## src/rtl/serial_adder_pkg.sv

```systemverilog
// Shared types and elaboration helpers for the digit-serial adder.
package serial_adder_pkg;

  typedef enum logic [1:0] {
    IDLE = 2'd0,
    RUN  = 2'd1,
    DONE = 2'd2
  } state_t;

  // Width of the digit counter: clog2 of the slice count, never below one bit.
  function automatic int cnt_width(input int width, input int digit);
    int w;
    w = $clog2(width / digit);
    if (w < 1) w = 1;
    return w;
  endfunction

endpackage

```

## src/rtl/serial_adder_if.sv

```systemverilog
// Request/result bundle between a requester and the digit-serial adder.
interface serial_adder_if #(
  parameter int WIDTH = 8
);
  logic             start;
  logic [WIDTH-1:0] a;
  logic [WIDTH-1:0] b;
  logic             cin;
  logic             sub;
  logic             busy;
  logic             done;
  logic [WIDTH-1:0] sum;
  logic             cout;
  logic             ovf;

  modport master (
    output start, a, b, cin, sub,
    input  busy, done, sum, cout, ovf
  );

  modport slave (
    input  start, a, b, cin, sub,
    output busy, done, sum, cout, ovf
  );
endinterface

```

## src/rtl/fa_cell.sv

```systemverilog
// Combinational 1-bit full adder; one link of the per-cycle ripple chain.
module fa_cell (
  input  logic a,
  input  logic b,
  input  logic cin,
  output logic s,
  output logic co
);
  assign s  = a ^ b ^ cin;
  assign co = (a & b) | (a & cin) | (b & cin);
endmodule

```

## src/rtl/serial_adder.sv

```systemverilog
// Digit-serial adder/subtractor: DIGIT bits per cycle, LSB slice first.
// Subtraction is a + ~b + 1, so cout reads as NOT-borrow in that mode.
module serial_adder
  import serial_adder_pkg::*;
#(
  parameter int WIDTH = 8,
  parameter int DIGIT = 1
) (
  input logic           clk,
  input logic           rst,
  serial_adder_if.slave bus
);

  localparam int N  = WIDTH / DIGIT;
  localparam int CW = cnt_width(WIDTH, DIGIT);
  localparam logic [CW-1:0] LAST = CW'(N - 1);

  if (WIDTH < 2) begin : g_chk_width
    $error("serial_adder: WIDTH must be at least 2");
  end
  if (DIGIT < 1) begin : g_chk_digit
    $error("serial_adder: DIGIT must be at least 1");
  end else if ((WIDTH % DIGIT) != 0) begin : g_chk_div
    $error("serial_adder: DIGIT must divide WIDTH");
  end

  state_t           state, nxt;
  logic [WIDTH-1:0] a_r, b_r, sum_r;
  logic             carry, cout_r, ovf_r;
  logic [CW-1:0]    cnt;

  logic [DIGIT-1:0] sl_a, sl_b, sl_s;
  logic [DIGIT:0]   ch;
  int               idx;

  // Current slice position; cnt never exceeds N-1, so the select stays in range.
  assign idx   = int'(cnt) * DIGIT;
  assign sl_a  = a_r[idx +: DIGIT];
  assign sl_b  = b_r[idx +: DIGIT];
  assign ch[0] = carry;

  for (genvar i = 0; i < DIGIT; i++) begin : g_fa
    fa_cell u_fa (
      .a   (sl_a[i]),
      .b   (sl_b[i]),
      .cin (ch[i]),
      .s   (sl_s[i]),
      .co  (ch[i+1])
    );
  end

  // State register.
  always_ff @(posedge clk) begin
    if (rst) state <= IDLE;
    else     state <= nxt;
  end

  // Next-state and status decode.
  always_comb begin
    nxt      = state;
    bus.busy = 1'b0;
    bus.done = 1'b0;
    case (state)
      IDLE: if (bus.start) nxt = RUN;
      RUN: begin
        bus.busy = 1'b1;
        if (cnt == LAST) nxt = DONE;
      end
      DONE: begin
        bus.done = 1'b1;
        nxt      = IDLE;
      end
      default: nxt = IDLE;
    endcase
  end

  // Operand capture on accepted start, then one slice per RUN cycle.
  always_ff @(posedge clk) begin
    if (rst) begin
      a_r    <= '0;
      b_r    <= '0;
      sum_r  <= '0;
      carry  <= 1'b0;
      cout_r <= 1'b0;
      ovf_r  <= 1'b0;
      cnt    <= '0;
    end else if (state == IDLE && bus.start) begin
      a_r   <= bus.a;
      b_r   <= bus.sub ? ~bus.b : bus.b;
      carry <= bus.sub ? 1'b1 : bus.cin;
      cnt   <= '0;
    end else if (state == RUN) begin
      sum_r[idx +: DIGIT] <= sl_s;
      carry               <= ch[DIGIT];
      if (cnt == LAST) begin
        cnt    <= '0;
        cout_r <= ch[DIGIT];
        // Carry into the MSB cell vs. carry out of it.
        ovf_r  <= ch[DIGIT-1] ^ ch[DIGIT];
      end else begin
        cnt <= cnt + 1'b1;
      end
    end
  end

  assign bus.sum  = sum_r;
  assign bus.cout = cout_r;
  assign bus.ovf  = ovf_r;

endmodule

```

## src/flat_wrapper.sv

```systemverilog
// flat-port wrapper written by rule: the top's interface ports become plain ports
module serial_adder_flat import serial_adder_pkg::*;
#(
  parameter int WIDTH = 8,
  parameter int DIGIT = 1
)
  (clk, rst, bus_start, bus_a, bus_b, bus_cin, bus_sub, bus_busy, bus_done, bus_sum, bus_cout, bus_ovf);
  serial_adder_if #(.WIDTH(WIDTH)) bus_i ();
  input logic clk;
  input logic rst;
  input wire logic [$bits(bus_i.start)-1:0] bus_start;
  input wire logic [$bits(bus_i.a)-1:0] bus_a;
  input wire logic [$bits(bus_i.b)-1:0] bus_b;
  input wire logic [$bits(bus_i.cin)-1:0] bus_cin;
  input wire logic [$bits(bus_i.sub)-1:0] bus_sub;
  output wire logic [$bits(bus_i.busy)-1:0] bus_busy;
  output wire logic [$bits(bus_i.done)-1:0] bus_done;
  output wire logic [$bits(bus_i.sum)-1:0] bus_sum;
  output wire logic [$bits(bus_i.cout)-1:0] bus_cout;
  output wire logic [$bits(bus_i.ovf)-1:0] bus_ovf;
  assign bus_i.start = bus_start;
  assign bus_i.a = bus_a;
  assign bus_i.b = bus_b;
  assign bus_i.cin = bus_cin;
  assign bus_i.sub = bus_sub;
  assign bus_busy = bus_i.busy;
  assign bus_done = bus_i.done;
  assign bus_sum = bus_i.sum;
  assign bus_cout = bus_i.cout;
  assign bus_ovf = bus_i.ovf;
  serial_adder #(.WIDTH(WIDTH), .DIGIT(DIGIT)) u_core (.clk(clk), .rst(rst), .bus(bus_i));
endmodule
```

## config.mk

```make
export PLATFORM = sky130hd
export DESIGN_NAME = serial_adder_flat
export DESIGN_NICKNAME = d
export VERILOG_FILES = /design/src/rtl/serial_adder_pkg.sv /design/src/rtl/serial_adder_if.sv /design/src/rtl/fa_cell.sv /design/src/rtl/serial_adder.sv /design/src/flat_wrapper.sv
export SDC_FILE = /design/constraint.sdc
export NUM_CORES = 1
export LEC_CHECK = 0
export CAP_MARGIN = 15
export CELL_PAD_IN_SITES_DETAIL_PLACEMENT = 1
export CELL_PAD_IN_SITES_GLOBAL_PLACEMENT = 2
export CORE_MARGIN = 3
export CORE_UTILIZATION = 40
export DETAILED_ROUTE_END_ITERATION = 7
export DONT_BUFFER_PORTS = 1
export GPL_ROUTABILITY_DRIVEN = 0
export PLACE_DENSITY = 0.82
export SETUP_SLACK_MARGIN = 0.2
export SLEW_MARGIN = 20
export SYNTH_ARGS = -nofsm -noshare
export SYNTH_HDL_FRONTEND = slang
export SYNTH_SLANG_ARGS = --single-unit
```

## constraint.sdc

```tcl
create_clock -name clk -period 6.1 [get_ports clk]
set_input_delay 1.22 -clock clk [delete_from_list [all_inputs] [get_ports clk]]
set_output_delay 1.22 -clock clk [all_outputs]
set_load 0.005 [all_outputs]
```

==> results of run 1 <==
==> Yosys cell counts, types with 6 or more instances <==
cell	count
nand2b_1	6
mux2i_1	7
a211oi_1	8
nor2_1	13
a21oi_1	14
nand2_1	19
dfxtp_1	32
xnor2_1	9
==> cells in the final DEF (no fill, tap or decap), drive strengths merged, types with 3 or more instances in the layout <==
cell type and n:
dfxtp 32, nand2 19, a21oi 14, nor2 13, xnor2 9, a211oi 9
mux2i 7, clkbuf 7, nand2b 6, inv 5, mux4 4, nor3 4
ha 4, or3 3, nand3b 3, a311oi 3, nor3b 3
==> registers in the layout (all words and copies together) (netlist names) <==
name / cells
u_core.a_r: 8
u_core.b_r: 8
u_core.bus.cout: 1
u_core.bus.ovf: 1
u_core.bus.sum: 8
u_core.carry: 1
u_core.cnt: 3
u_core.state: 2
==> cell families (layout without fill, tap and decap cells) <==
family,Yosys count,after routing
AO/OA/AOI/OAI,30,30
XOR/XNOR,9,9
adder cells (fa/ha/maj),5,5
buffers and inverters,15,14
flip-flops,32,32
multiplexers,11,11
AND/OR/NAND/NOR,62,62
==> worst max-delay path: stages (launching register included) <==
cell     delay (ps)
dfxtp_1         650
mux4_2          560
mux2i_1         190
fa_1            500
or2_2           330
or3_1           360
mux2i_1         150
==> power by group through the flow <==
stage	Sequential [mW]	Clock, mW	Combinational [mW]
after floorplan	0.229	0	0.0492
after global placement	0.232	0	0.0491
after detailed placement	0.233	0	0.0510
after CTS	0.228	0.227	0.0515
after global routing	0.229	0.239	0.0584
final	0.228	0.221	0.0508
==> final cells by class <==
type / count / area (um^2) / share of cell area
clock inverter: 1 / 30.03 / 0.01767
clock buffer: 7 / 96.34 / 0.05670
tap: 48 / 60.06 / 0.03535
multi-input combinational: 117 / 845.8 / 0.4978
sequential: 32 / 640.6 / 0.3770
inverter: 5 / 18.77 / 0.01105
timing repair buffer: 1 / 7.507 / 0.004418
==> path summary, 6_finish.rpt <==
| check | end | slack [ps] | cells after the start |
|---|---|---|---|
| worst min register to register | u_core.a_r[1]$_SDFFE_PP0P_ | 460 | 2 |
| worst min-delay path | u_core.a_r[1]$_SDFFE_PP0P_ | 460 | 2 |
| worst max register to register | u_core.bus.sum[4]$_SDFFE_PP0P_ | 3280 | 6 |
| worst max-delay path | u_core.bus.sum[4]$_SDFFE_PP0P_ | 3280 | 6 |
==> per-stage QoR <==
| step | cells | setup slack [ps] | instance area, um^2 |
|---|---|---|---|
| global placement | 203 | 3337 | 1573 |
| CTS | 211 | 3246 | 1699 |
| global route | 211 | 3046 | 1699 |
| floorplan | 164 | 3532 | 1559 |
| detailed placement | 203 | 3276 | 1573 |
| finish | 211 | 3285 | 1699 |
==> routing by layer <==
metal,GRT usage,up-vias
li1,-,576
met1,0.1972,569
met2,0.2825,26
met3,0.06404,7
met4,0.06700,0
met5,0,-
==> qor.yml, run 1 <==
die_area_um2: 4683
whs_ps: 455.1
synth_area_per_cell_um2: 9.506
power.internal_uw: 388.0
p_per_area_nw_per_um2: 294.1
pin_count: 33
min_path_type: "register to register"
syn_nets: 190
cts_buffers: 5
initial_core_util: 0.4195
cts_resized: 0
hold_viol: 0
synth_xor_area_frac: 0.05056
grt_pass1_vias: 1210
peakVddDrop_uv: 124.2
synth_cells: 164
grt_pass1_wl_um: 5809
relSlewSlack: 0.6552
fin_nets: 188
cp_max_fo: 13
cellLeakagePower_nw: 0.5993
ctsHoldBuffers: 0
cts_setup_buffers: 0
tns_ps: 0
fp.dieW_um: 68.43
path_clk_slew_ps: 70
yosys_warnings: 0
swShare: 0.2235
wl_per_cell_um: 16.19
synth_edf_count: 0
cp.arrival_ps: 3030
cts_max_path_buffers: 2
n_fill_cell: 435
synthTopCellsByArea: "dfxtp_1 (41%), mux4_2 (5.8%), xnor2_1 (5.1%), nand2_1 (4.6%), a21oi_1 (4.5%)"
met2_length_um: 1701
synthMuxAreaShare: 0.1027
grt_max_degree: 34
routed_wl_um: 3417
final_util: 0.4572
yosysUniqueCellTypes: 39
areaGrowthSynthToFinish_pct: 8.989
grt_use_total: 0.1706
synthAdderAreaFrac: 0.04494
seq_power_share: 0.456
top_layer_used: "met4"
core_um2: 3716
row_count: 22
rsz0062_at_grt: "false"
dpl.hpwl_um: 2411
maxCapViolations: 0
ys_ff_latch: 32
finalMaxSlewViolations: 0
viasPerCell: 5.583
drc: 0
clock_latency_ps: 280
crit_required_ps: 6310
overflow: 0
synth-simple-area-share: 0.2191
met3_length_um: 185
drt_pass1_iterations: 3
num_vias: 1178
synth.top_cell.area_share: 0.4109
num_antenna_cells: 0
skew_ps: 3.741
synth-main-ff-cell: "dfxtp_1"
drive_gt1_frac: 0.1166
met1_length_um: 1471
path_class: "register to register"
cp-startpoint: "u_core.cnt[0]$_SDFFE_PP0P_"
synth_top_area_cell: "dfxtp_1"
async_flop_share: 0
htreeDepth: 2
cts.sinks: 32
finalPower_uw: 499.7
synth-compound-area-share: 0.1252
synth_top_family_by_area: "simple AND/OR/NAND/NOR gates"
fin_crit_sh: 0.4615
chipHeight_um: 68.43
min_period_ps: 2815
min-delay-start: "u_core.a_r[1]$_SDFFE_PP0P_"
p_comb_frac: 0.102
antenna_found_initial: 0
ant_nets: 0
p_clk_frac: 0.442
status: "finished clean"
r2r_start: "u_core.cnt[0]$_SDFFE_PP0P_"
clock.fmax_ghz: 0.3552
cp-start-kind: "register"
setup_violations: 0
root_buffer: "clkbuf_8"
drt_iter0_drc: 55
cts_tree: "yes"
critPathCaptureType: "register"
ys_seq_area_frac: 0.4109
port_buffers: 0
tightestPinTransition_ps: 516.5
synth_area_um2: 1559
switchingPower_uw: 111.7
No activity file was read; power rests on OpenSTA's default activity.
==> run 2, diff against run 1 <==
--- a/config.mk
+++ b/config.mk
@@ -9,11 +9,11 @@
 export CELL_PAD_IN_SITES_DETAIL_PLACEMENT = 1
 export CELL_PAD_IN_SITES_GLOBAL_PLACEMENT = 2
 export CORE_MARGIN = 3
-export CORE_UTILIZATION = 40
+export CORE_UTILIZATION = 37
 export DETAILED_ROUTE_END_ITERATION = 7
 export DONT_BUFFER_PORTS = 1
 export GPL_ROUTABILITY_DRIVEN = 0
-export PLACE_DENSITY = 0.82
+export PLACE_DENSITY = 0.77
 export SETUP_SLACK_MARGIN = 0.2
 export SLEW_MARGIN = 20
 export SYNTH_ARGS = -nofsm -noshare
==> constraint.sdc (replaced) <==
create_clock -name clk -period 2.9 [get_ports clk]
set_input_delay 0.58 -clock clk [delete_from_list [all_inputs] [get_ports clk]]
set_output_delay 0.58 -clock clk [all_outputs]
set_load 0.005 [all_outputs]
==> qor.yml, run 2 (synthesized netlist as in run 1, its figures left out) <==
antenna_found_initial: 0  # unchanged
viasPerCell: 5.670  # was 5.583
cp.arrival_ps: 2740  # was 3030 ps
cts_tree: "yes"  # unchanged
r2r_start: "u_core.cnt[0]$_SDFFE_PP0P_"  # unchanged
tns_ps: 0  # unchanged
final_area_um2: 1675  # was 1699 um^2
chipHeight_um: 70.91  # was 68.43 um
critical-path-max-stage-delay_ps: 510  # was 650 ps
min_path_type: "input port to register"  # was register to register
drt_iter0_drc: 58  # was 55
critPathCaptureType: "register"  # unchanged
holdPathEnd: "u_core.b_r[6]$_SDFFE_PP0P_"  # was u_core.a_r[1]$_SDFFE_PP0P_
cts_buffers: 5  # unchanged
hold_depth: 1  # was 2
num_antenna_cells: 0  # unchanged
hold_viol: 0  # unchanged
clock_latency_ps: 290  # was 280 ps
path_clk_slew_ps: 70  # about the same
final_cell_mix: "dfxtp_1 (31), nand2_1 (19), a21oi_1 (14)"  # was dfxtp_1 (32), nand2_1 (19), a21oi_1 (14)
crit_top_cell: "mux2i_1"  # unchanged
finalMaxSlewViolations: 0  # unchanged
rr_worst_depth: 6  # unchanged
core_um2: 3854  # was 3716 um^2
slowest_stage: "mux4_2"  # was dfxtp_1
grt_max_degree: 34  # unchanged
setup_violations: 0  # unchanged
dpl_cell_area_um2: 1580  # was 1573 um^2
relSlewSlack: 0.6787  # was 0.6552
routed_wl_um: 3548  # was 3417 um
num_vias: 1202  # was 1178
grt_pass1_wl_um: 5913  # was 5809 um
grt_pass1_vias: 1252  # was 1210
cellLeakagePower_nw: 0.5851  # was 0.5993 nW
cp_cell_sequence: "mux4_2, mux2i_1, fa_1, or2_2, or3_1, mux2i_1"  # unchanged
die_area_um2: 5028  # was 4683 um^2
crit_required_ps: 3110  # was 6310 ps
areaGrowthSynthToFinish_pct: 7.464  # was 8.989%
port_buffers: 0  # unchanged
switchingPower_uw: 241.9  # was 111.7 uW
row_count: 22  # unchanged
seq_power_share: 0.503  # was 0.456
root_buffer: "clkbuf_8"  # unchanged
fin_crit_sh: 0.8699  # was 0.4615
ctsHoldBuffers: 0  # unchanged
p_per_area_nw_per_um2: 566.4  # was 294.1 nW/um^2
peakVddDrop_uv: 244.4  # was 124.2 uV
drt_pass1_iterations: 4  # was 3
rsz0062_at_grt: "false"  # unchanged
drc: 0  # unchanged
grt_use_total: 0.1495  # was 0.1706
cts.sinks: 32  # unchanged
skew_ps: 6.664  # was 3.741 ps
critPathBufInv: 0  # unchanged
status: "finished clean"  # unchanged
r2r_end: "u_core.bus.sum[2]$_SDFFE_PP0P_"  # was u_core.bus.sum[4]$_SDFFE_PP0P_
dpl.hpwl_um: 2575  # was 2411 um
critical_path.top_delay_family: "multiplexers"  # unchanged
path_class: "register to register"  # unchanged
r2r_setup_slack_ps: 380  # was 3280 ps
swShare: 0.2549  # was 0.2235
overflow: 0  # unchanged
fp.dieW_um: 70.91  # was 68.43 um
initial_core_util: 0.4045  # was 0.4195
cp-start-kind: "register"  # unchanged
min-delay-start: "rst"  # was u_core.a_r[1]$_SDFFE_PP0P_
pin_count: 33  # unchanged
min_period_ps: 2523  # was 2815 ps
tightestPinTransition_ps: 475.5  # was 516.5 ps
p_comb_frac: 0.116  # was 0.102
clock.fmax_ghz: 0.3964  # was 0.3552 GHz
finalPower_uw: 949.0  # was 499.7 uW
p_clk_frac: 0.381  # was 0.442
fin_nets: 189  # was 188
n_fill_cell: 460  # was 435
power.internal_uw: 707.1  # was 388.0 uW
cp_max_fo: 5  # was 13
drive_gt1_frac: 0.1220  # was 0.1166
layout_commonest_cell: "dfxtp_1"  # unchanged
cts_max_path_buffers: 2  # unchanged
maxCapViolations: 0  # unchanged
ant_nets: 0  # unchanged
htreeDepth: 2  # unchanged
wl_per_cell_um: 16.74  # was 16.19 um
run 2: cell types whose count changed in the layout (fill, tap and decap cells not counted), sizes merged:
cell / delta
bufinv: -1
buf: +1
clkinvlp: +1
run 2: area by class of cell:
cell class	instances	area [um^2]	share of cell area
inverter	5	18.77	0.01120
timing repair buffer	2	15.01	0.008962
clock inverter	1	7.507	0.004481
clock buffer	7	86.33	0.05153
multi-input combinational	117	845.8	0.5049
sequential	32	641.9	0.3831
tap	48	60.06	0.03585
run 2: power groups by stage:
stage / combinational [mW] / clock, mW / sequential, mW
after floorplan: 0.104 / 0 / 0.481
after global placement: 0.108 / 0 / 0.487
after detailed placement: 0.111 / 0 / 0.488
after CTS: 0.112 / 0.371 / 0.478
after global routing: 0.125 / 0.390 / 0.480
final: 0.110 / 0.361 / 0.478
run 2: worst max-delay path by stage:
stage / end / cells past startpoint / slack [ps] / start
floorplan: u_core.bus.sum[4]$_SDFFE_PP0P_ / 7 / 330 / u_core.cnt[0]$_SDFFE_PP0P_
global placement: u_core.bus.sum[4]$_SDFFE_PP0P_ / 6 / 330 / u_core.cnt[0]$_SDFFE_PP0P_
detailed placement: u_core.bus.sum[4]$_SDFFE_PP0P_ / 6 / 260 / u_core.cnt[0]$_SDFFE_PP0P_
CTS: u_core.bus.sum[2]$_SDFFE_PP0P_ / 6 / 250 / u_core.cnt[0]$_SDFFE_PP0P_
global route: u_core.bus.sum[2]$_SDFFE_PP0P_ / 6 / 230 / u_core.cnt[0]$_SDFFE_PP0P_
finish: u_core.bus.sum[2]$_SDFFE_PP0P_ / 6 / 380 / u_core.cnt[0]$_SDFFE_PP0P_
run 2: metrics by stage:
stage               utilization  hold slack [ps]  std cells  setup slack, ps
floorplan                     -            433.1        164            332.0
global placement         0.4101            444.1        204            325.3
detailed placement       0.4101            442.2        204            259.8
CTS                      0.4344            340.1        212            247.5
global route             0.4347            341.4        212            225.2
finish                   0.4347            362.3        212            377.2
run 2: metal layers:
layer / global-route usage / share of wire / vias up
met4: 0.07933 / 0.017 / 0
met3: 0.04688 / 0.041 / 7
met1: 0.1784 / 0.45 / 585
met5: 0 / 0 / -
li1: - / - / 583
met2: 0.2400 / 0.50 / 27
run 2: repair_timing:
action                     in CTS  in global routing
setup buffers                   0                  0
setup endpoints to repair       0                  3
resized for setup               0                  1
==> run 3, diff against run 2 <==
--- a/config.mk
+++ b/config.mk
@@ -5,17 +5,17 @@
 export SDC_FILE = /design/constraint.sdc
 export NUM_CORES = 1
 export LEC_CHECK = 0
+export ABC_AREA = 1
 export CAP_MARGIN = 15
-export CELL_PAD_IN_SITES_DETAIL_PLACEMENT = 1
-export CELL_PAD_IN_SITES_GLOBAL_PLACEMENT = 2
 export CORE_MARGIN = 3
-export CORE_UTILIZATION = 37
+export CORE_UTILIZATION = 45
 export DETAILED_ROUTE_END_ITERATION = 7
 export DONT_BUFFER_PORTS = 1
 export GPL_ROUTABILITY_DRIVEN = 0
-export PLACE_DENSITY = 0.77
+export PLACE_DENSITY = 0.61
 export SETUP_SLACK_MARGIN = 0.2
 export SLEW_MARGIN = 20
 export SYNTH_ARGS = -nofsm -noshare
 export SYNTH_HDL_FRONTEND = slang
+export SYNTH_HIERARCHICAL = 1
 export SYNTH_SLANG_ARGS = --single-unit
==> qor.yml, run 3 <==
ys_seq_area_frac: 0.3885  # was 0.4109
r2r_end: "u_core/bus.sum[5]$_SDFFE_PP0P_"  # was u_core.bus.sum[2]$_SDFFE_PP0P_
chipHeight_um: 66.54  # was 70.91 um
row_count: 21  # was 22
yosysUniqueCellTypes: 25  # was 39
die_area_um2: 4427  # was 5028 um^2
n_fill_cell: 360  # was 460
cp-startpoint: "u_core/cnt[1]$_SDFFE_PP0P_"  # was u_core.cnt[0]$_SDFFE_PP0P_
synth_cells: 231  # was 164
clock.fmax_ghz: 0.4596  # was 0.3964 GHz
grt_use_total: 0.1653  # was 0.1495
core_um2: 3442  # was 3854 um^2
maxCapViolations: 0  # unchanged
fin_crit_sh: 0.7503  # was 0.8699
root_buffer: "clkbuf_8"  # unchanged
synth_area_per_cell_um2: 7.139  # was 9.506 um^2
dpl.hpwl_um: 2428  # was 2575 um
synthTopCellsByArea: "dfxtp_1 (39%), nor2_1 (10%), nand2_1 (10%), o21ai_0 (5.8%), ha_1 (5.3%)"  # was dfxtp_1 (41%), mux4_2 (5.8%), xnor2_1 (5.1%), nand2_1 (4.6%), a21oi_1 (4.5%)
pin_count: 33  # unchanged
rr_worst_depth: 12  # was 6
synth_edf_count: 0  # unchanged
tns_ps: 0  # unchanged
min_path_type: "input port to register"  # unchanged
cp_max_fo: 12  # was 5
wl_per_cell_um: 12.00  # was 16.74 um
grt_pass1_wl_um: 5526  # was 5913 um
cts_buffers: 5  # unchanged
initial_core_util: 0.4791  # was 0.4045
async_flop_share: 0  # unchanged
drc: 0  # unchanged
peakVddDrop_uv: 290.4  # was 244.4 uV
ys_top_cells_by_count: "nor2_1 (46), nand2_1 (44), dfxtp_1 (32), inv_1 (19), o21ai_0 (19)"  # was dfxtp_1 (32), nand2_1 (19), a21oi_1 (14), nor2_1 (13), xnor2_1 (9)
relSlewSlack: 0.7128  # was 0.6787
status: "finished clean"  # unchanged
num_antenna_cells: 0  # unchanged
rsz0062_at_grt: "false"  # unchanged
cts_tree: "yes"  # unchanged
finalPower_uw: 966.4  # was 949.0 uW
path_class: "register to register"  # unchanged
tightestPinTransition_ps: 430.2  # was 475.5 ps
clock_latency_ps: 290  # about the same
synth.top_cell.area_share: 0.3885  # was 0.4109
synth.most_common_cell: "nor2_1"  # was dfxtp_1
crit_required_ps: 3130  # was 3110 ps
grt_pass1_vias: 1226  # was 1252
grt.busiest_layer: "met2"  # unchanged
synth_area_um2: 1649  # was 1559 um^2
ant_nets: 0  # unchanged
gr-usage-met2: 0.2503  # was 0.2400
final_cell_mix: "nor2_1 (46), nand2_1 (44), dfxtp_1 (32)"  # was dfxtp_1 (31), nand2_1 (19), a21oi_1 (14)
overflow: 0  # unchanged
cp.arrival_ps: 2410  # was 2740 ps
drt_iter0_drc: 63  # was 58
cts_max_path_buffers: 2  # unchanged
setup_violations: 0  # unchanged
cts_resized: 0  # unchanged
cp-start-kind: "register"  # unchanged
cellLeakagePower_nw: 0.7353  # was 0.5851 nW
grt_max_degree: 17  # was 34
cts_setup_buffers: 0  # unchanged
r2r_setup_slack_ps: 720  # was 380 ps
layout_commonest_cell: "nor2_1"  # was dfxtp_1
cts.sinks: 32  # unchanged
p_per_area_nw_per_um2: 550.5  # was 566.4 nW/um^2
ys_ff_latch: 32  # unchanged
num_vias: 1368  # was 1202
path_clk_slew_ps: 70  # about the same
areaGrowthSynthToFinish_pct: 6.449  # was 7.464%
r2r_start: "u_core/cnt[1]$_SDFFE_PP0P_"  # was u_core.cnt[0]$_SDFFE_PP0P_
critPathCaptureType: "register"  # unchanged
ctsHoldBuffers: 0  # unchanged
min_period_ps: 2176  # was 2523 ps
antenna_found_initial: 0  # unchanged
critPathCapture: "u_core/bus.sum[5]$_SDFFE_PP0P_"  # was u_core.bus.sum[2]$_SDFFE_PP0P_
yosys_warnings: 6  # was 0
viasPerCell: 4.903  # was 5.670
port_buffers: 0  # unchanged
fp.dieW_um: 66.54  # was 70.91 um
hold_viol: 0  # unchanged
drive_gt1_frac: 0.07296  # was 0.1220
skew_ps: 5.065  # was 6.664 ps
synth-main-ff-cell: "dfxtp_1"  # unchanged
grt_util_met1: 0.2176  # was 0.1784
drt_pass1_iterations: 4  # unchanged
synth_top_area_cell: "dfxtp_1"  # unchanged
gr-usage-met3: 0.05902  # was 0.04688
fin_nets: 261  # was 189
finalMaxSlewViolations: 0  # unchanged
syn_nets: 260  # was 190
routed_wl_um: 3348  # was 3548 um
htreeDepth: 2  # unchanged
## run 3: cell types whose count changed after synthesis, moves of 4 or more
cell,change
mux4_2,-4
nand3_1,+15
clkbuf_1,-4
a211oi_1,-7
nor2_1,+33
nand2b_1,-6
o21ai_0,+18
nand2_1,+25
nor3_1,-4
inv_1,+15
mux2i_1,-7
o22ai_1,+4
## run 3: kinds of logic after synthesis
kind of cell             synth area share
XOR/XNOR                          0.04780
AO/OA/AOI/OAI                      0.1282
flip-flops                         0.3885
AND/OR/NAND/NOR                    0.2861
buffers and inverters             0.08422
adder cells (fa/ha/maj)           0.06525
## run 3: routing by layer
layer	wire length, um	share of wire	up-vias
li1	-	-	736
met4	36	0.011	0
met3	156	0.047	4
met1	1672	0.50	601
met5	0	0	-
met2	1482	0.44	27
## run 3: worst min path at each step
stage | end | slack [ps] | depth (start not counted) | startpoint
floorplan | u_core/b_r[2]$_SDFFE_PP0P_ | 440 | 2 | u_core/b_r[2]$_SDFFE_PP0P_
global placement | u_core/b_r[2]$_SDFFE_PP0P_ | 450 | 2 | u_core/b_r[2]$_SDFFE_PP0P_
detailed placement | u_core/b_r[2]$_SDFFE_PP0P_ | 450 | 2 | u_core/b_r[2]$_SDFFE_PP0P_
CTS | u_core/b_r[2]$_SDFFE_PP0P_ | 350 | 1 | rst
global route | u_core/state[0]$_SDFFE_PP0P_ | 340 | 1 | rst
finish | u_core/b_r[2]$_SDFFE_PP0P_ | 350 | 1 | rst
## run 3: cell type report
type | instances | area (um^2) | area share
multi-input cells | 169 | 869.6 | 0.4954
clock buffers | 8 | 90.09 | 0.05132
inverters | 22 | 82.58 | 0.04704
repair buffers | 2 | 15.01 | 0.008553
well taps | 46 | 57.56 | 0.03279
flip-flops and latches | 32 | 640.6 | 0.3649
## run 3: worst max-delay path: stages (launching register included)
cell and delay [ps]:
dfxtp_1 590, nor2_1 90, o21ai_0 80, o21ai_0 100, nand2_1 60, nand2_1 70
fa_1 540, inv_1 50, nor2_1 160, nand3_1 150, nand3_1 100, nand2_1 50
nor2_1 80
## run 3: power breakdown
| part | internal, mW | total (mW) | switching, mW |
|---|---|---|---|
| sequential | 0.464 | 0.478 | 0.0139 |
| clock | 0.193 | 0.355 | 0.161 |
| combinational | 0.0489 | 0.134 | 0.0851 |
## run 3: metrics by stage
step                hold slack (ps)  cells  area, um^2  setup WS [ps]    util
floorplan                     438.2    231        1649          857.6       -
global placement              448.8    271        1665          795.3  0.4838
detailed placement            453.7    271        1665          729.1  0.4838
CTS                           350.7    279        1755          708.1  0.5100
global route                  340.2    279        1755          396.7  0.5100
finish                        353.3    279        1755          724.0  0.5100
